<file path="src/rtl/reset_seq_pkg.sv">
// Shared definitions for the reset release sequencer: FSM states,
// legal parameter ranges and a small constant helper.
package reset_seq_pkg;

    localparam int unsigned DEPTH_MIN    = 2;
    localparam int unsigned DEPTH_MAX    = 8;
    localparam int unsigned CHANNELS_MIN = 1;
    localparam int unsigned CHANNELS_MAX = 16;
    localparam int unsigned STRETCH_MIN  = 1;
    localparam int unsigned STRETCH_MAX  = 255;
    localparam int unsigned STAGGER_MIN  = 1;
    localparam int unsigned STAGGER_MAX  = 255;

    typedef enum logic [1:0] {
        ST_SYNC    = 2'd0,
        ST_STRETCH = 2'd1,
        ST_RELEASE = 2'd2,
        ST_DONE    = 2'd3
    } seq_state_e;

    function automatic int unsigned max_u(input int unsigned a, input int unsigned b);
        return (a > b) ? a : b;
    endfunction

endpackage

</file>
<file path="src/rtl/reset_sync_shiftreg.sv">
// Reset-deassertion synchronizer: a DEPTH-stage shift register fed with
// constant 1 and cleared asynchronously by the raw reset.
// q[1] is the synchronized output, q[0] the stage feeding it, so the
// consumer can act on the same edge the output first becomes 1.
module reset_sync_shiftreg #(
    parameter int unsigned DEPTH = 3
) (
    input  logic       clock,
    input  logic       reset_n,
    output logic [1:0] q
);

    logic [DEPTH-1:0] stages;

    // Shift a 1 in from stage 0; every stage clears while reset_n is low.
    always_ff @(posedge clock or negedge reset_n) begin
        if (!reset_n) begin
            stages <= '0;
        end else begin
            stages <= {stages[DEPTH-2:0], 1'b1};
        end
    end

    assign q = stages[DEPTH-1 -: 2];

endmodule

</file>
<file path="src/rtl/reset_seq_sync.sv">
// Reset release sequencer: synchronizes raw reset deassertion, holds all
// channels in reset for STRETCH cycles, then releases channel 0..N-1 with
// STAGGER cycles between them. A software request re-runs the release
// sequence without re-running the synchronizer.
module reset_seq_sync
    import reset_seq_pkg::*;
#(
    parameter int unsigned DEPTH    = 3,
    parameter int unsigned CHANNELS = 2,
    parameter int unsigned STRETCH  = 4,
    parameter int unsigned STAGGER  = 2
) (
    input  logic                clock,
    input  logic                reset_n,
    input  logic                sw_reset_req,
    output logic [CHANNELS-1:0] rst_n_o,
    output logic                seq_done
);

    localparam int unsigned CNT_W = $clog2(max_u(STRETCH, STAGGER) + 1);
    localparam int unsigned IDX_W = (CHANNELS > 1) ? $clog2(CHANNELS) : 1;

    localparam logic [CNT_W-1:0] STRETCH_LOAD = CNT_W'(STRETCH - 1);
    localparam logic [CNT_W-1:0] STAGGER_LOAD = CNT_W'(STAGGER - 1);
    localparam logic [IDX_W-1:0] LAST_IDX     = IDX_W'(CHANNELS - 1);

    if (DEPTH < DEPTH_MIN || DEPTH > DEPTH_MAX ||
        CHANNELS < CHANNELS_MIN || CHANNELS > CHANNELS_MAX ||
        STRETCH < STRETCH_MIN || STRETCH > STRETCH_MAX ||
        STAGGER < STAGGER_MIN || STAGGER > STAGGER_MAX) begin : g_bad_params
        $error("reset_seq_sync: parameter out of legal range");
    end

    logic [1:0]       sync_q;
    seq_state_e       state;
    logic [CNT_W-1:0] cnt;
    logic [IDX_W-1:0] idx;

    reset_sync_shiftreg #(
        .DEPTH (DEPTH)
    ) u_sync (
        .clock   (clock),
        .reset_n (reset_n),
        .q       (sync_q)
    );

    // Sequencing FSM; outputs are registered here so nothing combinational
    // reaches rst_n_o or seq_done. Leaving SYNC keys off the stage before the
    // synchronizer output, so the move happens on the edge the output rises.
    always_ff @(posedge clock or negedge reset_n) begin
        if (!reset_n) begin
            state    <= ST_SYNC;
            cnt      <= '0;
            idx      <= '0;
            rst_n_o  <= '0;
            seq_done <= 1'b0;
        end else if (sw_reset_req && state != ST_SYNC) begin
            state    <= ST_STRETCH;
            cnt      <= STRETCH_LOAD;
            idx      <= '0;
            rst_n_o  <= '0;
            seq_done <= 1'b0;
        end else begin
            case (state)
                ST_SYNC: begin
                    if (sync_q[0] && !sync_q[1]) begin
                        state <= ST_STRETCH;
                        cnt   <= STRETCH_LOAD;
                    end
                end
                ST_STRETCH: begin
                    if (cnt == '0) begin
                        rst_n_o[0] <= 1'b1;
                        cnt        <= STAGGER_LOAD;
                        if (CHANNELS == 1) begin
                            state    <= ST_DONE;
                            seq_done <= 1'b1;
                        end else begin
                            state <= ST_RELEASE;
                            idx   <= IDX_W'(1);
                        end
                    end else begin
                        cnt <= cnt - CNT_W'(1);
                    end
                end
                ST_RELEASE: begin
                    if (cnt == '0) begin
                        rst_n_o[idx] <= 1'b1;
                        if (idx == LAST_IDX) begin
                            state    <= ST_DONE;
                            seq_done <= 1'b1;
                        end else begin
                            idx <= idx + IDX_W'(1);
                            cnt <= STAGGER_LOAD;
                        end
                    end else begin
                        cnt <= cnt - CNT_W'(1);
                    end
                end
                ST_DONE: begin
                end
                default: begin
                    state <= ST_SYNC;
                end
            endcase
        end
    end

endmodule

</file>
<file path="config.mk">
export PLATFORM = sky130hd
export DESIGN_NAME = reset_seq_sync
export DESIGN_NICKNAME = d
export VERILOG_FILES = /design/src/rtl/reset_seq_pkg.sv /design/src/rtl/reset_sync_shiftreg.sv /design/src/rtl/reset_seq_sync.sv
export SDC_FILE = /design/constraint.sdc
export NUM_CORES = 1
export LEC_CHECK = 0
export ABC_AREA = 1
export CAP_MARGIN = 20
export CELL_PAD_IN_SITES_DETAIL_PLACEMENT = 0
export CELL_PAD_IN_SITES_GLOBAL_PLACEMENT = 2
export CORE_ASPECT_RATIO = 1.1
export CORE_MARGIN = 2
export CORE_UTILIZATION = 32
export CTS_BUF_LIST = sky130_fd_sc_hd__clkbuf_16
export CTS_CLUSTER_SIZE = 25
export DETAILED_ROUTE_END_ITERATION = 10
export PLACE_DENSITY_LB_ADDON = 0.3
export SLEW_MARGIN = 20
export SYNTH_ARGS = -nofsm -noshare
export SYNTH_HDL_FRONTEND = slang
export SYNTH_SLANG_ARGS = --single-unit
</file>
<file path="constraint.sdc">
create_clock -name clock -period 1.45 [get_ports clock]
set_input_delay 0.29 -clock clock [delete_from_list [all_inputs] [get_ports clock]]
set_output_delay 0.29 -clock clock [all_outputs]
set_load 0.01 [all_outputs]
</file>
==> reports/results.env, run 1 <==
ANTENNADIODECOUNT=0
PRE_CTS_WS_NS=-0.02631
PLACEDINSTANCEAREA_UM2=775.7
RUN_STATUS='complete, no violations'
SYN-MEAN-INSTANCE-AREA_UM2=8.385
SYNTH-XOR-AREA-SHARE_PCT=0
REQUIRED_NS=1.16
FIRST_ITER_VIOLATIONS=8
PLACE.GP.CONGESTION=0.6904
AREA.GROWTH.SYNTH_TO_FINAL_PCT=37.79
CLOCK_TREE_FROM_TRITONCTS='yes'
SYNTH-COMPOUND-AREA-SHARE_PCT=9.884
FINAL_ANTENNA_NET_COUNT=0
DP.FINAL_HPWL_UM=986.9
HOLDBUFCOUNTCTS=0
YS.FLOP_TYPE='dfrtp_1'
MULTIPLEXER_FRACTION_OF_THE_SYNTHESIZED_CELL_AREA_PCT=0
LARGEST_NET_DEGREE_AT_THE_START_OF_GLOBAL_ROUTING=13
CRIT_FANOUT=2
ROUTE.VIAS.TOTAL=526
SYNTHESIZED_FLOP_AND_LATCH_TOTAL=12
TNS_NS=0
FINAL_WL_UM=1302
SYNTHESIS.AREA_UM2=645.6
WORST_R2R_STARTPOINT='state[1]'
SYNTH_ENABLE_FLOP_CELLS=0
VIA_COUNT_OF_THE_FIRST_GLOBAL_ROUTING_PASS=535
CLK_ROOT_BUFFER_CELL='clkbuf_16'
CP_NUM_BUF_INV=1
TIMING.CRITICAL_PATH.FROM_TYPE='register'
FINAL_LAYOUT_SIZE_SUFFIX_GT1_SHARE_PCT=31.52
ROUTED_VIA_DENSITY=4.383
DIE-HEIGHT_UM=51.11
CTS_MAX_PATH_BUFFERS=2
WORST_SETUP_PATH_STARTPOINT='rst_n_o[1]'
SETUP_VIOL=0
YOSYS.AREA_SHARE.ADDER_PCT=7.752
CRITPATHCAPTURETYPE='primary output'
CRITICAL-PATH-SLOWEST-CELL='clkdlybuf4s50_1'
NUM-FILL-CELLS=201
FINAL.SETUP_SKEW_NS=0.002148
CLK_PIN_SLEW_WORST_PATHS_NS=0.04
MAX-VDD-IR-DROP_mV=0.7587
DRC_ERRORS=0
WORSTSKEWPAIRLATENCY_NS=0.24
POST_SYNTH_MAIN_AREA_CONTRIBUTORS='dfrtp_1, nand2_1, ha_1'
SYNTHARSTFLOPSHARE_PCT=100.0
MIN-DELAY-START='u_sync.stages[0]'
GRT.TOTAL_USAGE_PCT=13.25
NUMBER_OF_SINKS_DRIVEN_BY_THE_CLOCK_TREE=12
TRITONCTS.NUM_BUFFERS=3
H_TREE_LEVELS=1
WORSTHOLDPATHTYPE='register to register'
FLOORPLAN.DIE_AREA_UM2=2393
GRT_PASS1_WL_UM=2180
CRITICAL_PATH_ARRIVAL_NS=1.11
PATH_CLASS='register to primary output'
POWER_PER_UNIT_OF_STANDARD_CELL_AREA_nW_PER_UM2=2331
DOMINANT_DELAY_CONTRIBUTOR_BY_CELL_FAMILY_ON_THE_CRITICAL_PATH='buffers and inverters'
FIN_CELLS=120
LEAKAGE_uW=0.0004401
FP.DIEW_UM=46.83
FINISH.INSTANCE_AREA_UM2=889.6
NUMPLACEDINSTANCES=116
IOPINCOUNT=6
POST_SYNTH_MOST_FREQUENT_CELLS='nand2_1, dfrtp_1, inv_1'
FMAX_MHz=713.0
FINAL_NET_COUNT=101
CP_MAX_STAGE_DELAY_NS=0.54
LAYOUT_SETUP_WS_NS=0.04738
ANTENNA_FOUND_INITIAL=0
CORE-AREA_UM2=1957
CRIT_PATH_CELL_TRACE='clkdlybuf4s50_1'
SYNTH_SIMPLE_GATE_AREA_SHARE_PCT=27.52
GRT_SETUP_UNREPAIRED='no'
SYNTHDOMINANTAREACELLTYPE='dfrtp_1'
FP-ROW-COUNT=17
FIRSTDRTPASSITERS=4
MOST_NUMEROUS_CELL_IN_THE_YOSYS_NETLIST='nand2_1'
BUFFER_PORTS.INSERTED=5
GR-TOTAL-OVERFLOW=0
FLOORPLAN.INITIALDENSITY_PCT=32.99
WIRE_PER_INST_UM=10.85
YOSYS_WARNINGS=0
SYNTH_SEQUENTIAL_AREA_RATIO_PCT=46.51
TCRIT_TCLK_FINAL_PCT=96.73
COMBINATIONAL_FAMILY_WITH_THE_MOST_AREA_AFTER_SYNTHESIS='simple AND/OR/NAND/NOR gates'
MAXSLEWVIOLCOUNT=0
HOLD_VIOL_FINAL=0
MAXIMUM_CAPACITANCE_VIOLATIONS=0
SYNTH.DISTINCT_CELLS=21
FIN_CRIT_NS=1.403
SYNTH.TOP_CELL.AREA_SHARE_PCT=46.51
FINALCOREUTILIZATION_PCT=45.46
SYN_NETS=84
NETLIST_INSTANCES=77
## area by class of cell
| type | count | area (um2) | area share (%) |
|---|---|---|---|
| multi-input cells | 52 | 322.8 | 36.29 |
| flip-flops and latches | 12 | 300.3 | 33.76 |
| repair buffers | 12 | 105.1 | 11.81 |
| clock buffers | 3 | 75.07 | 8.439 |
| inverters | 13 | 51.30 | 5.767 |
| well taps | 28 | 35.03 | 3.938 |
## repair_timing
| action | in CTS | in global routing |
|---|---|---|
| endpoints found under the hold margin | 0 | 0 |
| resized for setup | 0 | 11 |
| setup buffers | 0 | 1 |
| endpoints found under the setup margin | 0 | 8 |
## report_power, final
group	total [uW]	internal (uW)	switching (uW)
Clock	498	359	139
Sequential	534	448	86.0
Combinational	1040	450	592
Total	2070	1260	817
## layer usage
metal	wire, um	track usage (%)	vias up	part of all wire (%)
met5	0	0	-	0
li1	-	-	277	-
met2	638	20.55	9	49
met4	37	8.333	0	2.8
met1	580	15.86	236	45
met3	45	3.180	4	3.5
## final timing paths
kind                                    endpoint  slack [ns]  depth (start not counted)
worst min-delay path            u_sync.stages[1]        0.35                          0
worst min register to register  u_sync.stages[1]        0.35                          0
worst max register to register               idx        0.16                          6
min in group asynchronous               seq_done        0.36                          2
worst max-delay path                  rst_n_o[1]        0.05                          1
max in group asynchronous       u_sync.stages[2]        0.93                          2
## worst register-to-register path: cells and delay by family, from the launching register on
family                   cells  cell delay, ns
AND/OR/NAND/NOR              1            0.07
flip-flops                   1            0.38
adder cells (fa/ha/maj)      1            0.21
AO/OA/AOI/OAI                2            0.23
buffers and inverters        2            0.27
## cells in the final DEF (no fill, tap or decap), drive strengths merged
| cell | instances |
|---|---|
| nand3 | 7 |
| a21oi | 4 |
| inv | 13 |
| conb | 1 |
| ha | 4 |
| clkdlybuf4s50 | 4 |
| o211ai | 1 |
| o21ai | 5 |
| clkbuf | 3 |
| nor3 | 1 |
| dfrtp | 12 |
| dlymetal6s2s | 1 |
| buf | 7 |
| o31ai | 1 |
| nand2 | 21 |
| nand4 | 2 |
| nor2 | 5 |
## kinds of logic after synthesis
group	Yosys count
DFF	12
and+or+nand+nor	36
buffers and inverters	13
adders and majority gates	4
other	1
AOI/OAI and AO/OA	11
## flip-flops by register name (all words and copies together) (netlist names)
name,cells
u_sync.stages,3
state,2
rst_n_o,2
seq_done,1
cnt,3
idx,1
## through the flow
| step | power [uW] | hold slack [ns] |
|---|---|---|
| 3_3_place_gp | 1455 | 0.3426 |
| 6_report | 2073 | 0.3491 |
| 3_5_place_dp | 1453 | 0.3386 |
| 2_1_floorplan | 1156 | -0.005591 |
| 4_1_cts | 1962 | 0.3521 |
| 5_1_grt | 2252 | 0.3540 |
(Power assumes the default switching activity.)
==> run 2: changes to the inputs <==
--- a/config.mk
+++ b/config.mk
@@ -13,8 +13,10 @@
 export CORE_MARGIN = 2
 export CORE_UTILIZATION = 32
 export CTS_BUF_LIST = sky130_fd_sc_hd__clkbuf_16
+export CTS_CLUSTER_DIAMETER = 50
 export CTS_CLUSTER_SIZE = 25
 export DETAILED_ROUTE_END_ITERATION = 10
+export GPL_TIMING_DRIVEN = 1
 export PLACE_DENSITY_LB_ADDON = 0.3
 export SLEW_MARGIN = 20
 export SYNTH_ARGS = -nofsm -noshare
==> results of run 2 <==
No change in the layout: final DEF, timing and power equal those of run 1.
==> RTL change (settings of run 1) <==
The parameter `STAGGER` goes from 2 to 4.
--- a/src/rtl/reset_seq_sync.sv
+++ b/src/rtl/reset_seq_sync.sv
@@ -10,3 +10,3 @@
     parameter int unsigned STRETCH  = 4,
-    parameter int unsigned STAGGER  = 2
+    parameter int unsigned STAGGER  = 4
 ) (
Check against the original RTL: not equivalent (a bounded check fails within 10 cycles, from zero or initial values and one cycle with reset_n low).
==> RTL change against run 1 <==
  * Register-to-register slack worse by 0.06 ns
  * Count of clock-buffer cells in the layout unchanged
  * Routed wire length is 2.9% lower
  * Sequential cell count stayed put
  * Non-clock buffer count fell by 2
  * Cell area fell by 2.8%
  * Total power is 2.2% lower
  * Worst setup slack worse by 0.011 ns
  * Area after synthesis up 1.6%
  * Global-route usage barely moved
==> RTL change: results (changes against run 1) <==
Avg WL per Cell -> 10.36 µm (-4.5%)
Number of antenna cells inserted -> 0 (unchanged)
Worst r2r src -> state[1]
Buffer count excluding the clock tree in the final layout -> 10 (-2)
Yosys warnings -> 0 (unchanged)
Global-route wire length before repair -> 2.173 mm (-0.32%)
Placer congestion estimate -> 0.7584 (+9.8%)
M3 GR Usage -> 3.180% (unchanged)
Filler cell count in the final layout -> 197 (-2.0%)
Worst Clk Skew -> 0.001154 ns (-0.0009940 ns)
Ranking of synthesized cells by instance count -> 20 x nand2_1, 12 x dfrtp_1, 11 x inv_1
Met2 layer wire length in the routed design -> 588 µm (-7.8%)
Static Leak -> 0.0004446 µW (+1.0%)
Average via count per standard cell -> 4.402 (+0.42%)
WL met3 -> 41 µm (-8.9%)
Horiz. Die Dim -> 47.16 µm (+0.70%)
NumNets Final -> 104 (+3.0%)
Sum of routed wire segments on met1 -> 590 µm (+1.7%)
Port buffer count -> 5 (unchanged)
Total power draw -> 2028 µW (-2.2%)
Fraction of registers with async set or reset after synthesis -> 100.0% (unchanged)
Part of the total power dissipated in sequential elements -> 26.7% (+1.0 points)
Register-to-register path setup slack -> 0.10 ns (-0.06 ns)
Class of the worst hold path -> primary input to async pin
Register clock-pin slew on the reported worst setup and hold paths -> 0.04 ns (about the same)
Sequential cell area fraction in the yosys report -> 45.80% (-0.71 points)
Endpoint of the worst register-to-register path -> cnt[2]
Top Family by Delay on Critical Path -> buffers and inverters
Number of sequential storage elements -> 12 (unchanged)
Max IR drop VDD -> 0.9421 mV (+24%)
Post-detailed-placement half-perimeter wirelength -> 965 µm (-2.2%)
Area after detailed placement -> 778.2 µm² (+0.32%)
Main area contributors after synthesis -> dfrtp_1 46%, ha_1 11%, nand2_1 11%
Syn_nets -> 89 (+6.0%)
Arrival time worst endpoint -> 1.12 ns
Share of the final layout cell area in sequential cells -> 34.73% (+0.98 points)
Biggest cell delay along the critical path -> 0.54 ns (about the same)
Fraction of met2 tracks used by global routing -> 18.49% (-2.1 points)
Buffer depth of the longest clock path -> 2 (unchanged)
Power dissipated by switching net loads -> 789.4 µW (-3.4%)
Run status -> completed
Total track usage -> 13.24% (about the same)
Clock network share of area -> 9.117% (+0.68 points)
Multi-Input Combinational -> 55 (+5.8%)
Quantity of gates resized following cts -> 0 (unchanged)
Relative area of non-clock buffer cells in the final design -> 10.42% (-1.4 points)
Comb power frac -> 48.3% (-2.0 points)
DRC violation total after the first TritonRoute iteration -> 9 (+1)
Latest clock arrival within the worst-skew pair -> 0.24 ns (about the same)
Number of cells traversed by the worst register-to-register path -> 7 (+1)
Grt met1 use -> 17.14% (+1.3 points)
Area of the multi-input gates -> 311.5 µm² (-3.5%)
Slowest-stage cell, CP -> clkdlybuf4s50_1
Unique masters post-synth -> 17 (-19%)
Vias in the first global route -> 501 (-6.4%)
Proportion of layout cells with a drive suffix above 1 -> 18.09% (-13 points)
Max H-tree Level -> 1 (unchanged)
-- RTL change: logic make-up after synthesis --
family / Yosys count / share of synthesized area [%]
AOI/OAI and AO/OA: 9 / 7.825
adders and majority gates: 6 / 11.45
buffers and inverters: 13 / 7.443
DFF: 12 / 45.80
other: 1 / 0.5720
and+or+nand+nor: 39 / 26.91
-- RTL change: worst max-delay path by stage --
stage,startpoint,to,slack [ns]
floorplan,state[0],cnt[0],0.12
global placement,sw_reset_req,state[1],-0.03
detailed placement,sw_reset_req,state[1],-0.02
CTS,rst_n_o[0],rst_n_o[0],0.02
global route,state[1],cnt[0],-0.003
finish,seq_done,seq_done,0.04
-- RTL change: per-stage QoR --
| step | setup slack (ns) | cells | hold slack [ns] |
|---|---|---|---|
| after floorplan | 0.1245 | 80 | -0.005591 |
| after global placement | -0.03005 | 118 | 0.3322 |
| after detailed placement | -0.02379 | 118 | 0.3379 |
| after CTS | 0.02213 | 122 | 0.3482 |
| after global routing | -0.003042 | 122 | 0.3534 |
| final | 0.03675 | 122 | 0.3452 |
